### config.mk
export PLATFORM = sky130hd
export DESIGN_NAME = mul_sequencer
export DESIGN_NICKNAME = d
export VERILOG_FILES = /design/src/rtl/mul_sequencer.sv
export SDC_FILE = /design/constraint.sdc
export NUM_CORES = 1
export LEC_CHECK = 0
export BUFFER_PORTS_ARGS = -buffer_cell sky130_fd_sc_hd__clkbuf_2
export CORE_UTILIZATION = 39
export CTS_BUF_LIST = sky130_fd_sc_hd__clkbuf_2
export CTS_CLUSTER_DIAMETER = 40
export DETAILED_ROUTE_END_ITERATION = 8
export PLACE_DENSITY = 0.58
export SLEW_MARGIN = 40
export SYNTH_ARGS = -nofsm -noshare
export SYNTH_HDL_FRONTEND = slang
export SYNTH_SLANG_ARGS = --single-unit
### constraint.sdc
create_clock -name clk -period 5.2 [get_ports clk]
set_input_delay 0.52 -clock clk [delete_from_list [all_inputs] [get_ports clk]]
set_output_delay 0.52 -clock clk [all_outputs]
set_load 0.02 [all_outputs]
### src/rtl/mul_sequencer.sv
// mul_sequencer
//   Multi-cycle radix-2 shift-add multiplier for the MUL / UMULL / SMULL
//   instructions. It computes one multiplier bit per cycle and then writes
//   back the low word, followed by the high word for long multiplies. The
//   write-back uses a single register-file write port.
//
// Ports
//   clk        : single clock; all state changes on the rising edge
//   reset      : asynchronous, active-low reset
//   start      : multiply request; only sampled in IDLE
//   IsLongMul  : 1 = two result words (UMULL/SMULL), 0 = MUL (low word only)
//   IsSigned   : 1 = two's-complement operands; only used for long multiplies
//   SrcA, SrcB : multiplicand / multiplier, captured when start is accepted
//   busy       : high whenever the sequencer is not idle
//   WriteLo    : one-cycle strobe; ResultLo is valid for RdLo
//   WriteHi    : one-cycle strobe; ResultHi is valid for RdHi
//   done       : one-cycle pulse in the final write-back cycle
//   ResultLo   : low word of the product
//   ResultHi   : high word of the product (0 for MUL)
module mul_sequencer #(
  parameter int WIDTH = 32
) (
  input  logic             clk,
  input  logic             reset,
  input  logic             start,
  input  logic             IsLongMul,
  input  logic             IsSigned,
  input  logic [WIDTH-1:0] SrcA,
  input  logic [WIDTH-1:0] SrcB,
  output logic             busy,
  output logic             WriteLo,
  output logic             WriteHi,
  output logic             done,
  output logic [WIDTH-1:0] ResultLo,
  output logic [WIDTH-1:0] ResultHi
);

  localparam logic [1:0] IDLE = 2'd0;
  localparam logic [1:0] CALC = 2'd1;
  localparam logic [1:0] WBLO = 2'd2;
  localparam logic [1:0] WBHI = 2'd3;

  localparam int CW = $clog2(WIDTH + 1);
  localparam logic [CW-1:0]      LAST   = CW'(WIDTH);
  localparam logic [CW-1:0]      ONE_C  = CW'(1);
  localparam logic [WIDTH-1:0]   ONE_W  = WIDTH'(1);
  localparam logic [2*WIDTH-1:0] ONE_2W = (2*WIDTH)'(1);

  logic [1:0]         state_q,  state_d;
  logic [CW-1:0]      count_q,  count_d;
  logic [2*WIDTH-1:0] mcand_q,  mcand_d;
  logic [WIDTH-1:0]   mplier_q, mplier_d;
  logic [2*WIDTH-1:0] acc_q,    acc_d;
  logic               long_q,   long_d;
  logic               neg_q,    neg_d;
  logic [WIDTH-1:0]   resLo_q,  resLo_d;
  logic [WIDTH-1:0]   resHi_q,  resHi_d;

  logic               signedOp;
  logic [WIDTH-1:0]   magA;
  logic [WIDTH-1:0]   magB;
  logic [2*WIDTH-1:0] product;

  // Signed long multiplies run on magnitudes; the sign is restored once at
  // the end. The most negative value maps onto itself, which is the correct
  // unsigned magnitude.
  assign signedOp = IsLongMul & IsSigned;
  assign magA     = (signedOp && SrcA[WIDTH-1]) ? (~SrcA + ONE_W) : SrcA;
  assign magB     = (signedOp && SrcB[WIDTH-1]) ? (~SrcB + ONE_W) : SrcB;
  assign product  = neg_q ? (~acc_q + ONE_2W) : acc_q;

  always_comb begin
    state_d  = state_q;
    count_d  = count_q;
    mcand_d  = mcand_q;
    mplier_d = mplier_q;
    acc_d    = acc_q;
    long_d   = long_q;
    neg_d    = neg_q;
    resLo_d  = resLo_q;
    resHi_d  = resHi_q;
    case (state_q)
      IDLE: begin
        if (start) begin
          mcand_d  = {{WIDTH{1'b0}}, magA};
          mplier_d = magB;
          acc_d    = '0;
          count_d  = '0;
          long_d   = IsLongMul;
          neg_d    = signedOp & (SrcA[WIDTH-1] ^ SrcB[WIDTH-1]);
          state_d  = CALC;
        end
      end
      CALC: begin
        if (count_q != LAST) begin
          if (mplier_q[0]) begin
            acc_d = acc_q + mcand_q;
          end
          mcand_d  = mcand_q << 1;
          mplier_d = mplier_q >> 1;
          count_d  = count_q + ONE_C;
        end else begin
          // The extra cycle after the last step applies the sign and
          // latches the low word, so that WriteLo and ResultLo line up.
          acc_d   = product;
          resLo_d = product[WIDTH-1:0];
          if (!long_q) begin
            resHi_d = '0;
          end
          state_d = WBLO;
        end
      end
      WBLO: begin
        if (long_q) begin
          resHi_d = acc_q[2*WIDTH-1:WIDTH];
          state_d = WBHI;
        end else begin
          state_d = IDLE;
        end
      end
      default: begin
        state_d = IDLE;
      end
    endcase
  end

  always_ff @(posedge clk or negedge reset) begin
    if (!reset) begin
      state_q  <= IDLE;
      count_q  <= '0;
      mcand_q  <= '0;
      mplier_q <= '0;
      acc_q    <= '0;
      long_q   <= 1'b0;
      neg_q    <= 1'b0;
      resLo_q  <= '0;
      resHi_q  <= '0;
    end else begin
      state_q  <= state_d;
      count_q  <= count_d;
      mcand_q  <= mcand_d;
      mplier_q <= mplier_d;
      acc_q    <= acc_d;
      long_q   <= long_d;
      neg_q    <= neg_d;
      resLo_q  <= resLo_d;
      resHi_q  <= resHi_d;
    end
  end

  // Strobes decode straight from the state, so an async reset clears them
  // in the same instant as the state register.
  assign busy     = (state_q != IDLE);
  assign WriteLo  = (state_q == WBLO);
  assign WriteHi  = (state_q == WBHI);
  assign done     = (state_q == WBHI) || ((state_q == WBLO) && !long_q);
  assign ResultLo = resLo_q;
  assign ResultHi = resHi_q;

endmodule

==> summary.txt, run 1 <==
Clk pwr share -> 0.152
CP bufs+invs -> 5
Adder-Cell Fraction of Synth Area -> 0.0543
commonest non-fill, non-tap cell in the layout -> nand2_1
setup_tns -> 0 ns
largest stage delay on the critical path -> 0.56 ns
Seq cells post-synth -> 234
class of the worst hold path -> input pin to flip-flop
share of flip-flops with an asynchronous set or reset -> 1.00
synth top area cells -> dfrtp_1 37%, nand2_1 8.5%, o21ai_0 8.0%, a21oi_1 5.6%, ha_1 5.3%
hold path startpoint -> SrcA[28]
CP endpoint kind -> flip-flop
core box area -> 0.0401 mm^2
number of synthesized flops with an enable pin -> 0
Syn Std Cell Area -> 0.0160 mm^2
clock slew at reported path FFs -> 0.09 ns
Power Dens Cells -> 533 mW/mm^2
cells resized by post-CTS repair -> 0
crit path max fanout -> 41
most frequent CP cell -> buf_4
Compound-Gate Fraction of Synth Area -> 0.254
WL/cell -> 18.2 um
CP Class -> flip-flop to flip-flop
drt first pass iters -> 5
Post-CTS Setup Bufs -> 0
CTS buffer count -> 72
outcome -> finished clean
RSZ-0062 raised after global routing -> no
most frequent cells in the layout -> 358 x nand2_1, 257 x o21ai_0, 236 x clkbuf_2
Syn Area/Cell -> 7.91 um^2
Boundary Pins -> 137
Syn Nets -> 2163
post-synthesis xor/xnor area fraction -> 0.0820
die area -> 0.0419 mm^2
share of layout cells above drive strength 1 -> 0.136
hold endpoint -> mcand_q[28]
simple logic cell fraction of the synthesized area -> 0.205
insertion delay of the later-clocked pin in the worst-skew pair -> 0.96 ns
Reg power frac -> 0.315
switching power -> 4.86 mW
final setup fails -> 0
dpl cell area -> 0.0172 mm^2
Setup Skew -> 0.0899 ns
port buffer count -> 136
Max Clock Freq -> 0.252 GHz
Synth top area share -> 0.365
Mapped Cells -> 2025
Fin. Hold Viols -> 0
hold buffers post-CTS -> 41
WP data arrival -> 4.84 ns
Tot GR Track Use -> 0.244
routability cong. -> 0.900
cell family with most CP delay -> simple AND/OR/NAND/NOR gates
sequential fraction of the synthesis area -> 0.365
CP Data Required Time -> 6.08 ns
largest net degree at the start of global routing -> 135
total wire length -> 50300 um
leakage dissipation -> 8.33 nW
multi-input logic area -> 0.00962 mm^2
row cnt -> 73
Final ANT Viol Nets -> 0
Yosys Warn Count -> 0
CTS tree -> built
Peak VDD IR -> 0.320 mV
CP Depth -> 12
final-report max-slew violation count -> 0
Slew @ Worst Pin -> 0.855 ns
Finished Cell Area -> 0.0183 mm^2
initial antenna violation count -> 2
first-pass GRT wire length -> 81000 um
DP HPWL -> 36100 um
Vias/cell -> 5.58
CTS max path bufs -> 3
total number of vias -> 15400
total clock sinks -> 234
DRT iter0 DRCs -> 938
vias in the first global route -> 14900
Worst setup SP type -> flip-flop
Worst R2R Path Depth -> 12
initial core utilization -> 0.400
P_int -> 4.90 mW
Net Sw Frac -> 0.498
worst-path cell chain -> inv_1, ha_1, nor4b_1, and2_1, buf_4, nor2_1, nor2_4, buf_16, buf_4, nand2_1, o21ai_0, dlygate4sd3_1
largest family of logic cells by synthesized area -> compound AO/OA/AOI/OAI gates
r2r setup slk -> 1.23 ns
Worst Hold Depth -> 5
area leader, netlist -> dfrtp_1
post-synthesis mux area share -> 0.00125
unique cell type count in the Yosys netlist -> 77
drt drc -> 0
Fillers -> 4065
max_cap viols -> 0
register area -> 0.00586 mm^2
Die Height -> 205 um
Post-synth top flop -> dfrtp_1
Die X -> 205 um
Tmin final -> 3.97 ns
Critical R2R Capture -> mcand_q[0]
gr ovfl total -> 0
CTS H-tree depth -> 3
period utilization -> 0.763
FF-to-FF Start -> count_q[0]
area delta synth->final -> 14.2%
Crit-path slowest cell -> dlygate4sd3_1
combinational share of power -> 0.533
Layout Nets -> 2323
Slew HR -> 0.428
Root Buffer -> clkbuf_2
==> metal layers <==
layer / track usage / vias to the layer above / part of all wire
li1: - / 7620 / -
met1: 0.351 / 7299 / 0.49
met2: 0.359 / 423 / 0.43
met3: 0.0539 / 57 / 0.062
met4: 0.0824 / 0 / 0.020
met5: 0 / - / 0
==> cells in the mapped netlist, drive strengths merged, types with 8 or more instances <==
cell    instances
o211ai         13
a211oi          9
nand3          50
o41ai          13
a21oi         180
and2            9
nor2          143
or3            27
buf            10
and3           11
nor4           21
dfrtp         234
nand2b          8
nand2         364
xnor2          66
o22ai          19
o21a           10
or4             9
clkbuf        106
a21o           50
xor2           84
inv            41
ha             68
nor3           55
o21ai         260
o21bai         14
o31ai          31
nand4          17
a31oi          17
==> how the worst max path moves through the flow <==
stage,slack (ns),from,end
after floorplan,2.12,acc_q[17],acc_q[59]
after CTS,1.21,count_q[0],mcand_q[0]
final,1.23,count_q[0],mcand_q[0]
after detailed placement,1.47,acc_q[23],acc_q[58]
after global routing,0.81,count_q[0],mcand_q[0]
after global placement,1.53,acc_q[23],acc_q[62]
==> stage by stage <==
stage	utilization	hold slack [ns]	total power [mW]	std cells	worst slack [ns]
global placement	0.428	0.461	8.11	2593	1.53
finish	0.456	0.102	9.76	2761	1.23
CTS	0.455	0.000692	9.77	2759	1.21
global route	0.456	0.0660	10.6	2761	0.807
detailed placement	0.429	0.469	8.20	2594	1.47
floorplan	-	0.224	6.55	2025	2.12
==> worst reg2reg max path, stage by stage, from the launching register on <==
cell and delay [ns]:
dfrtp_1 0.44, inv_1 0.08, ha_1 0.13, nor4b_1 0.38
and2_1 0.47, buf_4 0.37, nor2_1 0.21, nor2_4 0.49
buf_16 0.23, buf_4 0.35, nand2_1 0.11, o21ai_0 0.07
dlygate4sd3_1 0.56
==> layout make-up <==
class / instances / share of cell area
Multi-Input combinational cell: 1634 / 0.526
Sequential cell: 234 / 0.320
Timing Repair Buffer: 202 / 0.0737
Tap cell: 525 / 0.0359
Clock buffer: 101 / 0.0276
Inverter: 41 / 0.00841
Clock inverter: 23 / 0.00827
Antenna cell: 1 / 0.000137
==> flip-flops by register name, summed over array words and instances (netlist names) <==
register / count
state_q: 2
ResultHi: 32
count_q: 6
ResultLo: 32
long_q: 1
mplier_q: 32
acc_q: 64
mcand_q: 64
neg_q: 1
==> power groups by stage <==
stage	logic, mW	clock network [mW]	registers [mW]
6_report	5.20	1.48	3.07
5_1_grt	5.79	1.64	3.16
4_1_cts	5.16	1.54	3.06
3_5_place_dp	5.11	0	3.09
3_3_place_gp	5.05	0	3.06
2_1_floorplan	3.60	0	2.96
==> cells by family after synthesis <==
kind of cell | count (synthesis)
xor+xnor | 150
simple gates | 736
compound gates | 677
buf+inv | 157
mux | 2
flops | 234
fa+ha+maj | 69
(Power assumes the default switching activity.)
==> inputs of run 2 (changes only) <==
--- a/config.mk
+++ b/config.mk
@@ -10,7 +10,7 @@
 export CTS_BUF_LIST = sky130_fd_sc_hd__clkbuf_2
 export CTS_CLUSTER_DIAMETER = 40
 export DETAILED_ROUTE_END_ITERATION = 8
-export PLACE_DENSITY = 0.58
+export PLACE_DENSITY = 0.6
 export SLEW_MARGIN = 40
 export SYNTH_ARGS = -nofsm -noshare
 export SYNTH_HDL_FRONTEND = slang
==> constraint.sdc (replaced) <==
create_clock -name clk -period 3.5 [get_ports clk]
set_input_delay 0.35 -clock clk [delete_from_list [all_inputs] [get_ports clk]]
set_output_delay 0.35 -clock clk [all_outputs]
set_load 0.02 [all_outputs]
==> run 2 against run 1 <==
Against the previous run:
- non-clock buffer count increased by 152
- die area stayed put
- first-iteration DRC count grew 6.8%
- sequential share of layout area decreased by 2.2 points
- clock-buffer cell count decreased by 7
- largest power group unchanged
- via count grew 4.9%
- clock power increased by 50%
- largest cell class unchanged
- hold slack better by 0.14 ns
- clock skew decreased by 0.014 ns
==> summary.txt, run 2 (synthesis gave the netlist of run 1 again) <==
drt first pass iters -> 5 (unchanged)
Reg power frac -> 0.291 (was 0.315)
total number of vias -> 16200 (was 15400)
setup_tns -> 0 ns (unchanged)
CTS buffer count -> 70 (was 72)
WL/cell -> 18.0 um (was 18.2 um)
DRT iter0 DRCs -> 1002 (was 938)
Tot GR Track Use -> 0.255 (was 0.244)
Vias/cell -> 5.55 (was 5.58)
Crit-path slowest cell -> o311a_1 (was dlygate4sd3_1)
CP Data Required Time -> 4.34 ns (was 6.08 ns)
Final ANT Viol Nets -> 0 (unchanged)
Max Clock Freq -> 0.297 GHz (was 0.252 GHz)
Clk pwr share -> 0.145 (was 0.152)
commonest non-fill, non-tap cell in the layout -> nand2_1 (unchanged)
Fillers -> 3969 (was 4065)
worst-path cell chain -> ha_1, inv_1, fa_1, nor2b_1, o2111a_1, o21a_1, a211oi_1, buf_4, o311a_1, a21oi_2, o21ai_1, o31ai_1, xnor2_1, o221ai_1 (was inv_1, ha_1, nor4b_1, and2_1, buf_4, nor2_1, nor2_4, buf_16, buf_4, nand2_1, o21ai_0, dlygate4sd3_1)
class of the worst hold path -> input pin to flip-flop (unchanged)
Worst setup SP type -> flip-flop (unchanged)
final-report max-slew violation count -> 0 (unchanged)
largest net degree at the start of global routing -> 143 (was 135)
total clock sinks -> 234 (unchanged)
most frequent cells in the layout -> 359 x nand2_1, 256 x o21ai_0, 234 x dfrtp_1 (was 358 x nand2_1, 257 x o21ai_0, 236 x clkbuf_2)
crit path max fanout -> 3 (was 41)
CP endpoint kind -> flip-flop (unchanged)
Tmin final -> 3.37 ns (was 3.97 ns)
gr ovfl total -> 0 (unchanged)
initial core utilization -> 0.400 (unchanged)
CTS tree -> built (unchanged)
Layout Utilization -> 0.489 (was 0.456)
largest stage delay on the critical path -> 0.40 ns (was 0.56 ns)
Post-CTS Setup Bufs -> 0 (unchanged)
fin cells -> 2910 (was 2761)
CP Class -> flip-flop to flip-flop (unchanged)
Boundary Pins -> 137 (unchanged)
dpl cells -> 2685 (was 2594)
port buffer count -> 136 (unchanged)
switching power -> 7.39 mW (was 4.86 mW)
Die Height -> 205 um (unchanged)
combinational share of power -> 0.564 (was 0.533)
P_int -> 7.91 mW (was 4.90 mW)
CTS H-tree depth -> 3 (unchanged)
period utilization -> 0.963 (was 0.763)
CTS max path bufs -> 3 (unchanged)
Fin. Hold Viols -> 0 (unchanged)
Die X -> 205 um (unchanged)
insertion delay of the later-clocked pin in the worst-skew pair -> 1.00 ns (was 0.96 ns)
routability cong. -> 0.925 (was 0.900)
Slew HR -> 0.477 (was 0.428)
DP HPWL -> 37500 um (was 36100 um)
Slew @ Worst Pin -> 0.785 ns (was 0.855 ns)
drt drc -> 0 (unchanged)
Setup Skew -> 0.0762 ns (was 0.0899 ns)
initial antenna violation count -> 1 (was 2)
Root Buffer -> clkbuf_2 (unchanged)
Peak VDD IR -> 0.388 mV (was 0.320 mV)
total wire length -> 52300 um (was 50300 um)
final setup fails -> 0 (unchanged)
area delta synth->final -> 22.5% (was 14.2%)
row cnt -> 73 (unchanged)
WP data arrival -> 4.21 ns (was 4.84 ns)
die area -> 0.0419 mm^2 (unchanged)
share of layout cells above drive strength 1 -> 0.165 (was 0.136)
Layout Nets -> 2473 (was 2323)
WHS -> 0.246 ns (was 0.102 ns)
clock slew at reported path FFs -> 0.12 ns (was 0.09 ns)
Net Sw Frac -> 0.483 (was 0.498)
max_cap viols -> 0 (unchanged)
Power Dens Cells -> 779 mW/mm^2 (was 533 mW/mm^2)
first-pass GRT wire length -> 83700 um (was 81000 um)
vias in the first global route -> 15400 (was 14900)
Top Registers -> acc_q x64, mcand_q x64 (unchanged)
outcome -> finished clean (unchanged)
core box area -> 0.0401 mm^2 (unchanged)
leakage dissipation -> 9.05 nW (was 8.33 nW)
-- run 2: cell types whose count changed in the layout (fill, tap and decap cells not counted), moves of 2 or more --
cell,delta
buf_4,+89
dlygate4sd3_1,+61
clkbuf_2,-7
buf_12,+4
a2111oi_0,-2
clkinv_2,+2
inv_2,+2
-- run 2: final timing paths --
kind / startpoint / depth (start not counted) / slack (ns) / end
min: SrcB[0] / 4 / 0.25 / mplier_q[0]
max: mcand_q[0] / 14 / 0.13 / acc_q[60]
max in group asynchronous: reset / 4 / 2.39 / acc_q[26]
max reg2reg: mcand_q[0] / 14 / 0.13 / acc_q[60]
min reg2reg: ResultLo[31] / 1 / 0.48 / ResultLo[31]
min in group asynchronous: reset / 4 / 0.58 / mcand_q[38]
-- run 2: through the flow --
stage / power, mW / area [um^2] / worst slack, ns
2_1_floorplan: 9.73 / 16000 / 0.420
3_5_place_dp: 12.9 / 17900 / 0.0907
3_3_place_gp: 12.8 / 17900 / 0.00644
4_1_cts: 15.3 / 19600 / 0.0204
5_1_grt: 16.6 / 19600 / -0.0159
6_report: 15.3 / 19600 / 0.129
-- run 2: layout make-up --
cell class | instances | area [um^2] | area share
Timing Repair Buffer | 354 | 2670 | 0.136
Inverter | 41 | 154 | 0.00784
Sequential cell | 234 | 5860 | 0.298
Clock inverter | 27 | 191 | 0.00976
Multi-Input combinational cell | 1634 | 9620 | 0.490
Tap cell | 525 | 657 | 0.0335
Clock buffer | 94 | 470 | 0.0240
Antenna cell | 1 | 2.50 | 0.000128
-- run 2: power groups by stage --
| stage | Combinational [mW] | Sequential [mW] | Clock [mW] |
|---|---|---|---|
| 2_1_floorplan | 5.34 | 4.39 | 0 |
| 3_3_place_gp | 8.32 | 4.45 | 0 |
| 3_5_place_dp | 8.39 | 4.48 | 0 |
| 4_1_cts | 8.55 | 4.43 | 2.32 |
| 5_1_grt | 9.53 | 4.56 | 2.47 |
| 6_report | 8.63 | 4.44 | 2.22 |
-- run 2: layer usage --
| layer | vias up | global-route usage | share of wire | wire length [um] |
|---|---|---|---|---|
| met5 | - | 0 | 0 | 0 |
| met4 | 0 | 0.0778 | 0.017 | 877 |
| met3 | 63 | 0.0452 | 0.067 | 3490 |
| met2 | 548 | 0.377 | 0.43 | 22500 |
| met1 | 7632 | 0.374 | 0.49 | 25400 |
| li1 | 7917 | - | - | - |
-- run 2: timing repair --
item                                    in CTS  in global routing
hold endpoints to repair                   305                  0
hold buffers                               103                  0
endpoints found under the setup margin       0                  8
resized for setup                            0                  8
-- run 2: worst max-delay path: cells and delay by family, from the launching register on --
kind	cells	cell delay [ns]
buffers and inverters	2	0.21
AND/OR/NAND/NOR	1	0.20
AO/OA/AOI/OAI	8	1.70
XOR/XNOR	1	0.16
flip-flops	1	0.38
adder cells (fa/ha/maj)	2	0.58
==> inputs of run 3 (changes only) <==
--- a/config.mk
+++ b/config.mk
@@ -5,12 +5,13 @@
 export SDC_FILE = /design/constraint.sdc
 export NUM_CORES = 1
 export LEC_CHECK = 0
-export BUFFER_PORTS_ARGS = -buffer_cell sky130_fd_sc_hd__clkbuf_2
+export CORE_MARGIN = 2
 export CORE_UTILIZATION = 39
 export CTS_BUF_LIST = sky130_fd_sc_hd__clkbuf_2
 export CTS_CLUSTER_DIAMETER = 40
 export DETAILED_ROUTE_END_ITERATION = 8
-export PLACE_DENSITY = 0.6
+export DONT_BUFFER_PORTS = 1
+export PLACE_DENSITY = 0.57
 export SLEW_MARGIN = 40
 export SYNTH_ARGS = -nofsm -noshare
 export SYNTH_HDL_FRONTEND = slang
==> run 3 against run 2 <==
Against the previous run:
- the run now ends with negative hold slack left
- first-iteration DRC count increased by 33%
- register-to-register slack better by 0.04 ns
- critical path type unchanged
- highest routed layer is now met5
- design area down 3.3%
- clock skew rose by 0.015 ns
==> summary.txt, run 3 (synthesis gave the netlist of run 1 again) <==
drt drc -> 0 (unchanged)
crit path max fanout -> 6 (was 3)
Layout Utilization -> 0.466 (was 0.489)
Die Height -> 207 um (was 205 um)
total number of vias -> 15800 (was 16200)
Peak VDD IR -> 0.406 mV (was 0.388 mV)
class of the worst hold path -> input pin to asynchronous set/reset pin (was input pin to flip-flop)
largest net degree at the start of global routing -> 235 (was 143)
Top Registers -> acc_q x64, mcand_q x64 (unchanged)
CTS buffer count -> 73 (was 70)
Critical R2R Capture -> acc_q[59] (was acc_q[60])
gr ovfl total -> 0 (unchanged)
Reg power frac -> 0.307 (was 0.291)
CTS max path bufs -> 3 (unchanged)
Slew @ Worst Pin -> 0.854 ns (was 0.785 ns)
DP HPWL -> 36900 um (was 37500 um)
insertion delay of the later-clocked pin in the worst-skew pair -> 1.04 ns (was 1.00 ns)
CP Data Required Time -> 4.39 ns (was 4.34 ns)
Slew HR -> 0.431 (was 0.477)
WP data arrival -> 4.22 ns (was 4.21 ns)
share of layout cells above drive strength 1 -> 0.114 (was 0.165)
initial antenna violation count -> 3 (was 1)
Vias/cell -> 5.68 (was 5.55)
Tmin final -> 3.33 ns (was 3.37 ns)
initial core utilization -> 0.393 (was 0.400)
drt first pass iters -> 5 (unchanged)
failing checks -> negative hold slack
Post-CTS Setup Bufs -> 0 (unchanged)
outcome -> finished, violations left (was finished clean)
CP endpoint kind -> flip-flop (unchanged)
Clk pwr share -> 0.153 (was 0.145)
routability cong. -> 0.914 (was 0.925)
Net Sw Frac -> 0.488 (was 0.483)
Crit-path slowest cell -> dfrtp_1 (was o311a_1)
Fillers -> 4092 (was 3969)
total clock sinks -> 234 (unchanged)
clock slew at reported path FFs -> 0.12 ns (about the same)
leakage dissipation -> 8.40 nW (was 9.05 nW)
WHS -> -0.920 ns (was 0.246 ns)
core box area -> 0.0407 mm^2 (was 0.0401 mm^2)
Max Clock Freq -> 0.300 GHz (was 0.297 GHz)
DRT iter0 DRCs -> 1331 (was 1002)
final setup fails -> 0 (unchanged)
Tot GR Track Use -> 0.252 (was 0.255)
CTS tree -> built (unchanged)
P_int -> 7.80 mW (was 7.91 mW)
final-report max-slew violation count -> 0 (unchanged)
row cnt -> 74 (was 73)
commonest non-fill, non-tap cell in the layout -> nand2_1 (unchanged)
FF-to-FF Start -> acc_q[20] (was mcand_q[0])
Layout Nets -> 2331 (was 2473)
multi-input logic area -> 0.00972 mm^2 (was 0.00962 mm^2)
Root Buffer -> clkbuf_2 (unchanged)
Boundary Pins -> 137 (unchanged)
switching power -> 7.44 mW (was 7.39 mW)
r2r setup slk -> 0.17 ns (was 0.13 ns)
area delta synth->final -> 18.4% (was 22.5%)
most frequent cells in the layout -> 360 x nand2_1, 256 x o21ai_0, 231 x dfrtp_1 (was 359 x nand2_1, 256 x o21ai_0, 234 x dfrtp_1)
period utilization -> 0.952 (was 0.963)
max_cap viols -> 0 (unchanged)
Setup Skew -> 0.0908 ns (was 0.0762 ns)
CTS H-tree depth -> 3 (unchanged)
total wire length -> 53500 um (was 52300 um)
combinational share of power -> 0.540 (was 0.564)
largest stage delay on the critical path -> 0.46 ns (was 0.40 ns)
Worst setup SP type -> flip-flop (unchanged)
WL/cell -> 19.3 um (was 18.0 um)
die area -> 0.0427 mm^2 (was 0.0419 mm^2)
CP Class -> flip-flop to flip-flop (unchanged)
first-pass GRT wire length -> 84300 um (was 83700 um)
worst-path cell chain -> ha_2, nand2_1, or3_1, nor4_2, buf_4, o41ai_2, o41ai_2, a31oi_1, buf_4, o21a_1, o21a_1, o211a_1 (was ha_1, inv_1, fa_1, nor2b_1, o2111a_1, o21a_1, a211oi_1, buf_4, o311a_1, a21oi_2, o21ai_1, o31ai_1, xnor2_1, o221ai_1)
Die X -> 207 um (was 205 um)
setup_tns -> 0 ns (unchanged)
Final ANT Viol Nets -> 0 (unchanged)
register area -> 0.00586 mm^2 (about the same)
Worst R2R Path Depth -> 12 (was 14)
port buffer count -> 0 (was 136)
Fin. Hold Viols -> 234 (was 0)
vias in the first global route -> 15100 (was 15400)
Power Dens Cells -> 803 mW/mm^2 (was 779 mW/mm^2)
[run 3: changes by cell type in the layout (fill, tap and decap cells not counted), moves of 2 or more]
cell           previous run  this run
dlygate4sd3_1           102       118
clkinv_2                  6         8
clkbuf_2                229       102
dfrtp_1                 234       231
buf_12                    5         2
ha_2                      0         2
a2111oi_2                 2         0
ha_1                     68        61
dfrtp_2                   0         3
ha_4                      0         5
clkinv_1                 14         9
buf_4                   109        89
[run 3: final cells by class]
cell class,instances,share of cell area
multi-input cells,1634,0.512
flip-flops and latches,234,0.309
repair buffers,209,0.0995
well taps,532,0.0351
clock buffers,102,0.0269
clock inverters,23,0.00923
inverters,41,0.00811
diodes,2,0.000264
[run 3: power by group through the flow]
| stage | Clock, mW | Sequential [mW] | Combinational [mW] |
|---|---|---|---|
| final | 2.33 | 4.68 | 8.23 |
| after global routing | 2.57 | 4.80 | 9.09 |
| after CTS | 2.43 | 4.65 | 8.01 |
| after detailed placement | 0 | 4.69 | 7.79 |
| after global placement | 0 | 4.65 | 7.74 |
| after floorplan | 0 | 4.39 | 5.34 |
[run 3: through the flow]
step	hold WS (ns)	power (mW)	instance area, um^2	worst slack (ns)	instances
6_report	-0.920	15.2	19000	0.169	2777
3_3_place_gp	0.0712	12.4	17000	0.177	2532
5_1_grt	-1.00	16.5	19000	-0.00223	2777
4_1_cts	-1.11	15.1	18900	0.0370	2775
3_5_place_dp	0.0687	12.5	17000	0.0723	2532
2_1_floorplan	0.0544	9.73	16000	0.420	2025
[run 3: critical path: cells and delay by family (launching register included)]
kind                     cells  cell delay (ns)
AO/OA/AOI/OAI                6             1.30
AND/OR/NAND/NOR              3             0.75
flip-flops                   1             0.46
adder cells (fa/ha/maj)      1             0.42
buffers and inverters        2             0.35
[run 3: what timing repair did]
item / 4_1_cts / 5_1_grt
hold endpoints to repair: 305 / 235
endpoints found under the setup margin: 0 / 10
hold buffers: 118 / 1
resized for setup: 0 / 25
[run 3: per-layer routing]
layer | track usage | vias up | share of wire
met5 | 0 | - | 0.00024
met4 | 0.0899 | 2 | 0.024
met3 | 0.0518 | 79 | 0.071
met2 | 0.375 | 511 | 0.43
met1 | 0.362 | 7560 | 0.47
li1 | - | 7623 | -
[run 3: worst max path at each step]
stage                         start        end  slack, ns  cells past startpoint
after global routing       acc_q[0]  acc_q[62]     -0.002                     13
after floorplan           acc_q[17]  acc_q[59]       0.42                     11
after detailed placement  acc_q[23]  acc_q[62]       0.07                     11
after global placement     acc_q[0]  acc_q[60]       0.18                     14
final                     acc_q[20]  acc_q[59]       0.17                     12
after CTS                 acc_q[23]  acc_q[62]       0.04                     11
